`src/rtl/dsp_mac_sequencer.sv`:
```
// Drives one DSP48A1 slice (A1/B1/M/P/OPMODE registered) as a length-N dot-product engine.
// Operand pairs stream in over valid/ready; the accumulated P is captured once the pipeline drains.
module dsp_mac_sequencer #(
    parameter int LEN_W  = 8,
    parameter int OP_DLY = 1,
    parameter int P_LAT  = 3
) (
    input  logic             clk_i,
    input  logic             rst_i,
    input  logic             start_i,
    input  logic [LEN_W-1:0] len_i,
    output logic             busy_o,
    input  logic             in_valid_i,
    output logic             in_ready_o,
    input  logic [17:0]      in_a_i,
    input  logic [17:0]      in_b_i,
    output logic [17:0]      dsp_a_o,
    output logic [17:0]      dsp_b_o,
    output logic [7:0]       dsp_opmode_o,
    output logic             dsp_ce_o,
    output logic             dsp_rst_o,
    input  logic [47:0]      dsp_p_i,
    output logic             res_valid_o,
    input  logic             res_ready_i,
    output logic [47:0]      result_o
);

    // state | meaning
    // IDLE  | waiting for start
    // CLR   | one cycle of slice reset, clears any previous P
    // RUN   | accepting operand pairs, slice advances only on a pair
    // DRAIN | feeding zero products until the last product reaches P
    // DONE  | result held until the consumer takes it
    typedef enum logic [2:0] {S_IDLE, S_CLR, S_RUN, S_DRAIN, S_DONE} state_t;

    localparam logic [7:0] OP_FIRST = 8'h01;
    localparam logic [7:0] OP_ACC   = 8'h09;
    localparam logic [7:0] OP_HOLD  = 8'h00;
    localparam int         DCW      = (P_LAT > 1) ? $clog2(P_LAT) : 1;

    state_t           state_q, state_d;
    logic [LEN_W-1:0] rem_q, rem_d;
    logic [DCW-1:0]   drain_q, drain_d;
    logic             first_q, first_d;
    logic [47:0]      result_q, result_d;

    logic [17:0] dsp_a_c, dsp_b_c;
    logic [7:0]  op_in_c;
    logic        ce_c, dsp_rst_c, op_clr_c;

    always_ff @(posedge clk_i) begin
        if (rst_i) begin
            state_q  <= S_IDLE;
            rem_q    <= '0;
            drain_q  <= '0;
            first_q  <= 1'b0;
            result_q <= '0;
        end else begin
            state_q  <= state_d;
            rem_q    <= rem_d;
            drain_q  <= drain_d;
            first_q  <= first_d;
            result_q <= result_d;
        end
    end

    always_comb begin
        state_d   = state_q;
        rem_d     = rem_q;
        drain_d   = drain_q;
        first_d   = first_q;
        result_d  = result_q;
        dsp_a_c   = '0;
        dsp_b_c   = '0;
        op_in_c   = OP_HOLD;
        ce_c      = 1'b0;
        dsp_rst_c = 1'b0;
        op_clr_c  = 1'b0;
        case (state_q)
            S_IDLE: begin
                if (start_i) begin
                    if (len_i != '0) begin
                        rem_d   = len_i;
                        state_d = S_CLR;
                    end else begin
                        result_d = '0;
                        state_d  = S_DONE;
                    end
                end
            end
            S_CLR: begin
                dsp_rst_c = 1'b1;
                op_clr_c  = 1'b1;
                first_d   = 1'b1;
                state_d   = S_RUN;
            end
            S_RUN: begin
                if (in_valid_i) begin
                    dsp_a_c = in_a_i;
                    dsp_b_c = in_b_i;
                    ce_c    = 1'b1;
                    op_in_c = first_q ? OP_FIRST : OP_ACC;
                    first_d = 1'b0;
                    rem_d   = rem_q - LEN_W'(1);
                    if (rem_q == LEN_W'(1)) begin
                        drain_d = DCW'(P_LAT - 1);
                        state_d = S_DRAIN;
                    end
                end
            end
            S_DRAIN: begin
                ce_c    = 1'b1;
                op_in_c = OP_ACC;
                if (drain_q == '0) begin
                    result_d = dsp_p_i;
                    state_d  = S_DONE;
                end else begin
                    drain_d = drain_q - DCW'(1);
                end
            end
            S_DONE: begin
                if (res_ready_i) state_d = S_IDLE;
            end
            default: state_d = S_IDLE;
        endcase
        // Reset must reach the slice immediately, not one edge later.
        if (rst_i) begin
            dsp_a_c   = '0;
            dsp_b_c   = '0;
            ce_c      = 1'b0;
            dsp_rst_c = 1'b1;
        end
    end

    generate
        if (OP_DLY == 0) begin : g_op_direct
            assign dsp_opmode_o = ce_c ? op_in_c : OP_HOLD;
        end else begin : g_op_delay
            logic [OP_DLY-1:0][7:0] opdl_q;
            always_ff @(posedge clk_i) begin
                if (rst_i || op_clr_c) begin
                    opdl_q <= '0;
                end else if (ce_c) begin
                    opdl_q[0] <= op_in_c;
                    for (int i = 1; i < OP_DLY; i++) opdl_q[i] <= opdl_q[i-1];
                end
            end
            assign dsp_opmode_o = opdl_q[OP_DLY-1];
        end
    endgenerate

    assign dsp_a_o     = dsp_a_c;
    assign dsp_b_o     = dsp_b_c;
    assign dsp_ce_o    = ce_c;
    assign dsp_rst_o   = dsp_rst_c;
    assign busy_o      = (state_q != S_IDLE);
    assign in_ready_o  = (state_q == S_RUN);
    assign res_valid_o = (state_q == S_DONE);
    assign result_o    = result_q;

endmodule

```
`config.mk`:
```
export PLATFORM = sky130hd
export DESIGN_NAME = dsp_mac_sequencer
export DESIGN_NICKNAME = d
export VERILOG_FILES = /design/src/rtl/dsp_mac_sequencer.sv
export SDC_FILE = /design/constraint.sdc
export NUM_CORES = 1
export LEC_CHECK = 0
export CAP_MARGIN = 20
export CORE_ASPECT_RATIO = 0.6
export CORE_MARGIN = 3
export CORE_UTILIZATION = 29
export CTS_CLUSTER_DIAMETER = 200
export DETAILED_ROUTE_END_ITERATION = 7
export HOLD_SLACK_MARGIN = 0.15
export PLACE_DENSITY = 0.72
export SLEW_MARGIN = 15
export SYNTH_ARGS = -nofsm -noshare
export SYNTH_HDL_FRONTEND = slang
export SYNTH_SLANG_ARGS = --single-unit
```
`constraint.sdc`:
```
create_clock -name clk_i -period 2.08 [get_ports clk_i]
set_input_delay 0.416 -clock clk_i [delete_from_list [all_inputs] [get_ports clk_i]]
set_output_delay 0.416 -clock clk_i [all_outputs]
set_load 0.03 [all_outputs]
```
# Word-level counts from Yosys, hierarchy flattened
# Cells that the tools add are included.
# op_classes
n_eq_ne	13
muxes	35
reduce_logical	14
addsub	2
# op_table
op	n
$mux W48	3
$mux W18	6
$pmux W48 S2	1
$mux W8	3
$mux W3	6
$pmux W8 S2	1
$pmux W3 S5	1
$ne A2 B2 Y1 const B	6
$reduce_and A4 Y1	3
$eq A8 B1 Y1 const B	1
$mux W4	2
$pmux W4 S2	1
$reduce_bool A2 Y1	4
$reduce_bool A8 Y1	1
$sub A8 B1 Y8 const B	1
$eq A3 B2 Y1 const B	2
$mux W2	3
$mux W1	5
$reduce_and A5 Y1	1
$ne A2 B1 Y1 const B	2
$pmux W1 S2	2
$pmux W2 S2	1
$eq A3 B1 Y1 const B	1
$eq A3 B3 Y1 const B	1
6 further kinds	6
# totals
elab_cells	70
regBits	70
out_inout_bits	97
input_bits	97

# Logic depth before layout (Yosys ltp)
# logic_depth
depth_word	4
ltp_mapped	8
ltp_nobuf	6

# Least setup slack after synthesis
# Ideal clock, no wire load.
# synth_timing
path_type	register to output
from	register state_q[2]
to	output dsp_a_o[0]
path_slack_ns	0.169
path_buffers	2
t_required_ns	1.664
path_stages_with_launch	6
arrival_ns	1.495
path_cell_list	dfxtp_1 -> buf_2 -> nand4bb_1 -> nor2_1 -> clkbuf_1 -> and2_1
# synth_between
elab_chain_cells	3
# synth_lines
element	line_no	source
start: declaration	41	state_t state_q, state_d;
start signal: assignment	59	state_q <= state_d;
$eq A3 B2 Y1	79	case (state_q)
$mux W18	79	
$mux W18	127	if (rst_i) begin
end: declaration	17	output logic [17:0] dsp_a_o,
# Every way passes these cells.

# Worst setup path in the final report
# layout_timing
from	register state_q[1]
to	output in_ready_o
# layout_between
elab_chain_cells	1
# layout_lines
element	line_no	source
$eq A3 B2 Y1	157	assign in_ready_o = (state_q == S_RUN);
end: declaration	14	output logic in_ready_o,
# Every way passes these cells.

==> impl.org <==
** Status
- Result of the run :: finished with violations
- The final reports fail on negative setup slack.

** Power and ir drop
- Switching pwr :: approximately 0.0015 W
- PD cells :: roughly 870 nW/um2
- Part of the total power dissipated in combinational logic :: a little over a third
- The worst-case IR drop observed on VDD is a little under 0.0005 V.
- Switching share of power :: a little under a third
- The internal power of the cells totals about 0.0033 W.
- The clock network is responsible for about a third of the overall power.
- Part of the total power dissipated in sequential elements :: 30.8%
- Static leakage :: roughly 2.2 nW

** Route
- Count of vias placed by the detailed router :: 2973
- Iter 0 DRT Violations :: approximately 180
- In the routed layout, each cell is associated on average with a via count of approximately 4.8.
- The first TritonRoute pass finished after 4 iterations.
- Wirelength per Cell :: about 17 um
- The routed design has 10300 um of wire.
- After detailed routing, no signal wire sits above met4.
- In the final routing, the length of wire on met1 measures between 4000 and 5000 um.
- After detailed routing, the number of remaining DRC violations is 0.
- Final ANT Viol Nets :: 0
- In the detailed route, the total length drawn on met2 is approximately 5000 um.
- Length of routed met3 wiring :: roughly 730 um

** Floorplan
- Placeable core area :: between 9000 and 10000 um2
- The initial utilization of the core area, before any placement, comes to a little under a third.
- Top-Level Pins :: about 190
- The die covers 11000 um2.
- The floorplan has 27 rows.
- X dimension of the die :: ~130 um
- Die height :: slightly above 80 um

** Synth
- Yosys top cell by area :: dfxtp_1
- Ys async rst share :: 0%
- Synthesis-stage register bit count :: 64
- Post-synth EDFFs :: 0
- Number of standard cells after synthesis :: roughly 280
- Number of distinct standard cells referenced by the synthesized netlist :: 47
- Yosys attributes the largest share of cell area to dfxtp_1 45%, a22o_1 15%, and2_1 8.6%.
- Averaged over all synthesized cells, the footprint is 9.99 um2.
- The share of synthesized area in the top cell type comes to a little under half.
- Post-synthesis cell area :: between 2000 and 3000 um2
- Yosys Warn Count :: 0
- The most used flip-flop cell after synthesis is dfxtp_1.
- Share of the yosys chip area belonging to registers :: 45.3%

** CTS
- # H-tree levels :: 3
- CTS tree :: yes
- At the later pin of the worst-skew pair, clock insertion delay measures 320 ps.
- Buffers inserted during clock tree synthesis total 9.
- Buffer depth of the longest clock path :: 2
- Clock-pin slew was measured on the worst setup and hold paths at roughly 60 ps.
- The clock net in this run drives a total of 64 sinks.
- The tree is rooted in a clkbuf_16.

** Timing
- Adding up every negative setup slack in the final design gives -11.7 ps.
- Once routing completed, OpenROAD measured the worst setup slack at -11.7 ps.
- Final setup fails :: 1
- Slew margin rel. :: 56.3%
- Max-slew violation total from the final report :: 0
- The tightest hold path in the finished design has a slack of between 400 and 500 ps.
- Peak clock frequency supported by timing :: 478 MHz
- Least-Margin Pin Slew :: ~650 ps
- RSZ-0062 raised after global routing :: yes
- Tmin final :: roughly 2100 ps
- The clock arrives with between 4 and 5 ps of skew.
- The worst path uses 101% of the clock period.
- The final-report hold violation count came to 0.

** Critical path
- Critical path depth :: 4
- Arrival time of data at the critical path endpoint :: 1680 ps
- Startpoint kind of the worst setup timing path :: register
- Grouping stages by cell kind, the critical path spends the most delay in simple AND/OR/NAND/NOR gates.
- Across all register-to-register paths, the minimum setup slack is 180 ps.
- The critical path contains buffers and inverters numbering 3 combined.
- For the worst setup path, the data required time is 1660 ps.
- Ordered list of cells on the worst path :: buf_4 > or3b_2 > inv_4 > buf_4
- Max stage delay on crit path :: roughly 500 ps
- Highest fanout seen on the critical path :: 8
- Element type at the critical path end :: output pin
- In this design, the critical path's most frequently occurring cell is buf_4.
- Slowest cell on the critical path :: or3b_2
- The critical path is of the register to output pin type.
- Cell count of the worst reg-to-reg path :: 6

** Global route
- The first global-routing pass estimated roughly 15000 um of wire.
- The via count of the first global-routing pass came to 2892.
- GR Overflow Total :: 0
- GRT Util Overall :: approximately 18%
- Maximum number of pins on one net before global-route repair :: 49
- Antenna violations before repair :: 0

** Placed design
- Cell total after placement :: just under 600
- At the end of routability-driven placement, the weighted congestion stood at 0.852.
- The HPWL after detailed placement is approximately 7600 um.
- Placed inst area :: 4880 um2
- Input and output buffers added on the ports amount to roughly 190.

** Final layout
- The post-route netlist has between 20% and 30% of its cells at a drive strength greater than 1.
- Fin area :: 5530 um2
- Fin nets :: approximately 590
- Highest-count cells in the layout ignoring fill and taps :: 145 x clkdlybuf4s50_1, 61 x dfxtp_1, 48 x a22o_1, 38 x buf_6, 31 x and2_4
- Area growth from synthesis to layout :: 95.4%
- Counting the fill cells in the layout gives between 700 and 800.
- Number of standard cells in the final layout excluding fillers :: 621
- Commonest non-fill, non-tap cell in the layout :: clkdlybuf4s50_1
- Antenna Diode Count :: 0

** Flow run
- Max-Cap Viols :: 0

** Hold path
- The worst hold path belongs to the class register to register.
- Hold-critical path depth :: 1
[power by group through the flow]
| stage | clock network (W) | registers, W | logic, W |
|---|---|---|---|
| finish | 0.00163 | 0.00147 | 0.00168 |
| global route | 0.00173 | 0.00149 | 0.00181 |
| CTS | 0.00167 | 0.00147 | 0.00161 |
| detailed placement | 0 | 0.00148 | 0.00155 |
| global placement | 0 | 0.00148 | 0.00152 |
| floorplan | 0 | 0.00154 | 0.000839 |
[synth_stat cells (3+ instances only)]
library cell	n
nand2_1	6
a211oi_1	3
and3_1	3
inv_1	8
nand2b_1	9
dfxtp_1	64
nor2_1	8
a22oi_1	3
buf_4	7
mux2i_1	3
nor3_1	5
buf_2	7
o32ai_1	6
clkbuf_1	12
ha_1	3
and2_1	39
buf_6	3
nor3b_1	3
a22o_1	48
a21oi_1	9
[repair_timing]
item | CTS | global route
gates cloned | 2 | 0
resized for setup | 40 | 44
hold buffers | 0 | 0
hold endpoints to repair | 0 | 0
buffers inserted | 2 | 6
pin swaps | 2 | 3
setup endpoints to repair | 40 | 85
[cells by family after synthesis]
family | count (synthesis) | synth area share, %
AND/OR/NAND/NOR | 89 | 19.8
AO/OA/AOI/OAI | 85 | 25.2
flip-flops | 64 | 45.3
buffers and inverters | 38 | 7.12
multiplexers | 3 | 1.06
adder cells (fa/ha/maj) | 3 | 1.33
other | 1 | 0.133
[layout make-up]
cell class / count / area, um2 / share of cell area [%]
clock buffer: 9 / 225 / 4.08
clock inverter: 7 / 103 / 1.86
inverter: 9 / 36.3 / 0.657
multi-input combinational: 186 / 1480 / 26.8
sequential: 64 / 1290 / 23.3
tap: 130 / 163 / 2.94
timing repair buffer: 216 / 2230 / 40.3
[path summary, 6_finish.rpt]
path	start	end
max	state_q[1]	in_ready_o
min	result_o[13]	result_o[13]
max reg2reg	state_q[1]	rem_q[2]
min reg2reg	result_o[13]	result_o[13]
[through the flow]
step                setup WS (ps)  utilization (%)  power, W
floorplan                     169                -   0.00238
global placement             -252             52.3   0.00300
detailed placement           -285             52.3   0.00303
CTS                         -37.1             58.0   0.00475
global route                -55.7             59.3   0.00503
finish                      -11.7             59.3   0.00478
[per-layer routing]
metal	global-route usage, %	up-vias
met3	5.15	9
met5	0	-
met1	24.1	1405
li1	-	1434
met4	4.52	0
met2	27.6	125
[registers in the layout, summed over array words and instances, names as in the netlist]
register	cells
drain_q	2
dsp_opmode_o	2
first_q	1
rem_q	8
result_o	48
state_q	3
No activity file was read; power rests on OpenSTA's default activity.
==> patch 1: new RTL, config.mk and constraints unchanged <==
Reset style: asynchronous (`rst_i`), changed in one clocked block.
--- a/src/rtl/dsp_mac_sequencer.sv
+++ b/src/rtl/dsp_mac_sequencer.sv
@@ -48,7 +48,7 @@
     logic [7:0]  op_in_c;
     logic        ce_c, dsp_rst_c, op_clr_c;
 
-    always_ff @(posedge clk_i) begin
+    always_ff @(posedge clk_i or posedge rst_i) begin
         if (rst_i) begin
             state_q  <= S_IDLE;
             rem_q    <= '0;
Function: differs if rst_i is asserted again (counterexample within 4 cycles, from zero or initial values and one cycle with rst_i high); with rst_i held inactive, the same outputs for 4 cycles.
==> patch 1 against the original RTL <==
  * The run still ends with setup timing left
  * Synthesized area is 5.8% higher
  * Sequential cell count is the same
  * Routed wire length increased by 0.61%
  * Setup slack got worse by 0.12 ns
  * Final cell count is 0.81% lower
  * Design area is 2.1% higher
  * Clock skew decreased by 0.0013 ns
  * Highest routed layer unchanged
Power is not compared: it rests on default switching activity, and its combinational part moved more than twofold at a synthesized area within 25%.
==> patch 1: results (changes against the original RTL) <==
Sequential Area: 1590 µm² (+23%)
Layout clock buffer count: 12 (+3)
Setup ws final: -0.134 ns (-0.122 ns)
R2R setup slack: 0.14 ns (-0.04 ns)
Arr. time, crit path: 1.80 ns (+0.12 ns)
Dpl hpwl: 7270 µm (-4.4%)
Synth Instances: 271 (-4.2%)
Post-Layout Cell Count: 616 (-0.81%)
Max incr delay on CP: 0.39 ns (-0.11 ns)
First-pass GRT wire length: 15500 µm (+0.40%)
Non-clock buffers, area share: 40.2% (-0.13 points)
Synth Area in Compound Gates: 22.1% (-3.2 points)
Non-Clock Inverter Count: 10 (+1)
Pre-CTS setup slack: -0.147 ns (+0.138 ns)
Setup TNS: -3.31 ns (-3.30 ns)
DRT iter0 DRCs: 140 (-23%)
Critical path's top delay family: buffers and inverters
Multi-input gates: 173 (-7.0%)
Synthesized area: 2990 µm² (+5.8%)
Critical path peak fanout: 6 (-2)
CTS Buf Count: 9 (unchanged)
Filler cell count: 831 (+4.5%)
Multi-input combinational area share: 23.1% (-3.8 points)
Top post-synthesis cells by count: dfrtp_1, a22o_1, and3_1
GRT Util Overall: 16.7% (-0.98 points)
Routed WL: 10400 µm (+0.61%)
Top_reg_cell synth: dfrtp_1
GP Congestion: 0.808 (-5.2%)
Placed cell area: 5010 µm² (+2.7%)
Setup violations, final: 37 (+36)
Reg2reg path depth: 8 (+2)
Fin nets: 577 (-1.5%)
Post-Synth Adder-Cell Area: 1.26% (-0.072 points)
Vias in the first global route: 3075 (+6.3%)
Sequential area share after synthesis: 53.2% (+7.9 points)
Yosys cell types: 39 (-17%)
Slew margin rel.: 65.5% (+9.2 points)
Synth top area cells: dfrtp_1, a22o_1, and3_1
Async SR Flop Fraction: 96.9% (+97 points)
Residual DRC: 0 (unchanged)
Placed insts: 591 (-1.0%)
Failing checks: setup timing
Slowest CP cell: dfrtp_1
Worst min path class: in -> async
Final Skew: 0.00351 ns (-0.00129 ns)
Reg-to-reg endpoint: rem_q[4]$_DFFE_PP0P_
R2r startpoint: state_q[0]$_DFFE_PP0P_
Status: finished with violations
Non-clk bufs: 219 (+1.4%)
Mux cell area share after synthesis: 0% (-1.1 points)
Drt via density: 4.82 (+0.74%)
patch 1: cell count changes in the layout (fill, tap and decap cells not counted), sizes merged, moves of 5 or more:
cell    unedited run  this run
and2              39         1
o211ai             0         5
clkbuf             9        14
o21ai              1         9
o32ai              6         0
dfrtp              0        62
nor2               8        13
dfxtp             64         2
nand2b             9         0
and3               3        40
patch 1: repair_timing:
| action | CTS | global route |
|---|---|---|
| buffers inserted | 2 | 4 |
| hold endpoints to repair | 0 | 0 |
| resized for setup | 43 | 16 |
| pin swaps | 1 | 9 |
| cloned | 1 | 3 |
| endpoints found under the setup margin | 38 | 37 |
patch 1: power breakdown:
part	total [µW]	internal, µW	switching (µW)
registers	2170	1800	368
logic	4170	1980	2190
clock network	1340	858	484
patch 1: worst max-delay path by stage:
stage / startpoint / endpoint / slack [ns] / cells after the start
floorplan: rst_i / dsp_a_o[10] / 0.16 / 3
global placement: len_i[2] / result_o[21]$_DFFE_PP0P_ / -0.12 / 6
detailed placement: len_i[2] / result_o[24]$_DFFE_PP0P_ / -0.15 / 6
CTS: state_q[0]$_DFFE_PP0P_ / dsp_a_o[7] / -0.1 / 6
global route: state_q[0]$_DFFE_PP0P_ / dsp_b_o[10] / -0.18 / 6
finish: state_q[0]$_DFFE_PP0P_ / dsp_b_o[10] / -0.13 / 6
patch 1: worst register-to-register path: stages, from the launching register on:
cell       delay (ns)
dfrtp_1          0.39
buf_6            0.14
and4bb_2         0.33
buf_6            0.15
clkbuf_16        0.14
buf_4            0.13
nand2_1          0.07
o311ai_0         0.31
o21ai_0          0.15
patch 1: per-layer routing:
layer  vias to the layer above  part of all wire [%]  GRT usage [%]
met5                         -                     0              0
met4                         0                   1.1           4.80
met3                        10                   5.5           4.31
met2                       109                    46           24.9
met1                      1440                    48           23.9
li1                       1412                     -              -
==> patch 2: new RTL, same flow settings <==
Without the edit above. `LEN_W`: 8 -> 4.
--- a/src/rtl/dsp_mac_sequencer.sv
+++ b/src/rtl/dsp_mac_sequencer.sv
@@ -1,7 +1,7 @@
 // Drives one DSP48A1 slice (A1/B1/M/P/OPMODE registered) as a length-N dot-product engine.
 // Operand pairs stream in over valid/ready; the accumulated P is captured once the pipeline drains.
 module dsp_mac_sequencer #(
-    parameter int LEN_W  = 8,
+    parameter int LEN_W  = 4,
     parameter int OP_DLY = 1,
     parameter int P_LAT  = 3
 ) (
Ports: changed (resized len_i); port bits go from 194 to 190. The function was not compared with the original's and may differ.
==> patch 2 against the original RTL <==
  * Sequential cell count fell by 4
  * Routed wire length down 13%
  * Design area decreased by 12%
  * Setup slack better by 0.083 ns
  * Global-route usage is 0.34 points higher
  * Synthesized area down 13%
  * Utilization is 1.1 points higher
  * Die area fell by 12%
  * Largest cell class unchanged
Power is not compared: it rests on default switching activity, and its combinational part moved more than twofold at a synthesized area within 25%.
==> patch 2: results (changes against the original RTL) <==
First-pass GRT wire length: 13900 µm (-9.9%)
GP Congestion: 0.843 (-1.1%)
Worst Hold Path EP: result_o[7]$_SDFFE_PP0P_
Ys Warns: 0 (unchanged)
CP Launch Point: state_q[0]$_SDFFE_PP0P_
HP Start: result_o[7]$_SDFFE_PP0P_
Setup repair bufs after CTS: 0 (-2)
Sequential power share: 37.8%
Met3 usage: 5.16% (+0.013 points)
Post-CTS resize count: 5 (-88%)
Reg-to-reg endpoint: result_o[25]$_SDFFE_PP0P_
Routed WL: 8930 µm (-13%)
Top post-synthesis cells by count: dfxtp_1, a22o_1, and2_1
DRT iter0 DRCs: 133 (-27%)
Fin nets: 538 (-8.2%)
# port buffers: 183 (-2.1%)
Vias in the first global route: 2481 (-14%)
Setup crit end: dsp_b_o[14]
Share of cells above drive strength 1: 26.2% (-0.30 points)
Drt via density: 4.67 (-2.4%)
Met1 Resource Use GR: 25.3% (+1.2 points)
Final Skew: 0.00387 ns (-0.000935 ns)
Status: finished, final reports clean
Dpl hpwl: 6960 µm (-8.4%)
GRT Util Overall: 18.0% (+0.34 points)
Pin count of the biggest net entering global routing: 47 (-4.1%)
Grt met2 use: 27.3% (-0.35 points)
Arr. time, crit path: 1.59 ns (-0.09 ns)
R2R setup slack: 0.41 ns (+0.23 ns)
Sequential area share after synthesis: 48.6% (+3.3 points)
Filler cell count: 662 (-17%)
Placed cell area: 4450 µm² (-8.8%)
R2r startpoint: drain_q[0]$_SDFFE_PP0P_
Synth top area cells: dfxtp_1, a22o_1, and2_1
Yosys cell types: 43 (-8.5%)
==> patch 2: cell types whose count changed after synthesis, moves of 4 or more <==
| cell | unedited run | this run |
|---|---|---|
| dfxtp_1 | 64 | 60 |
| nand2b_1 | 9 | 1 |
| nor2_1 | 8 | 15 |
| o32ai_1 | 6 | 0 |
==> patch 2: stage by stage <==
step                      instances  util, %  hold WS [ns]  TNS [ns]  worst slack, ns
after floorplan                 255        -         0.453    -0.831          -0.0277
after global placement          539     55.1         0.460         0          0.00423
after detailed placement        539     55.1         0.465    -0.109          -0.0217
after CTS                       555     59.1         0.480   -0.0245         -0.00567
after global routing            555     60.4         0.500    -0.115          -0.0160
final                           555     60.4         0.476         0           0.0715
==> patch 2: layout make-up <==
| class | count | area (µm²) | area share [%] |
|---|---|---|---|
| repair buffers | 202 | 2020 | 41.4 |
| clock inverters | 6 | 63.8 | 1.31 |
| well taps | 108 | 135 | 2.77 |
| clock buffers | 10 | 239 | 4.90 |
| flip-flops and latches | 60 | 1200 | 24.7 |
| multi-input cells | 161 | 1180 | 24.3 |
| inverters | 8 | 30.0 | 0.616 |
==> patch 2: worst max-delay path, cell delays in order, from the launching register on <==
cell	delay, ns
dfxtp_2	0.35
nor3b_4	0.20
and3b_2	0.26
buf_4	0.16
and2_2	0.16
buf_6	0.13
==> patch 2: routing by layer <==
layer / wire [µm] / vias to the layer above / part of all wire (%)
li1: - / 1272 / -
met4: 80 / 0 / 0.90
met2: 4140 / 82 / 46
met3: 445 / 7 / 5.0
met1: 4260 / 1231 / 48
met5: 0 / - / 0
==> patch 2: logic make-up after synthesis <==
group | Yosys count | synth area share (%)
AOI/OAI and AO/OA | 73 | 24.2
and+or+nand+nor | 79 | 18.8
buffers and inverters | 34 | 6.78
adders and majority gates | 3 | 1.52
other | 1 | 0.152
DFF | 60 | 48.6
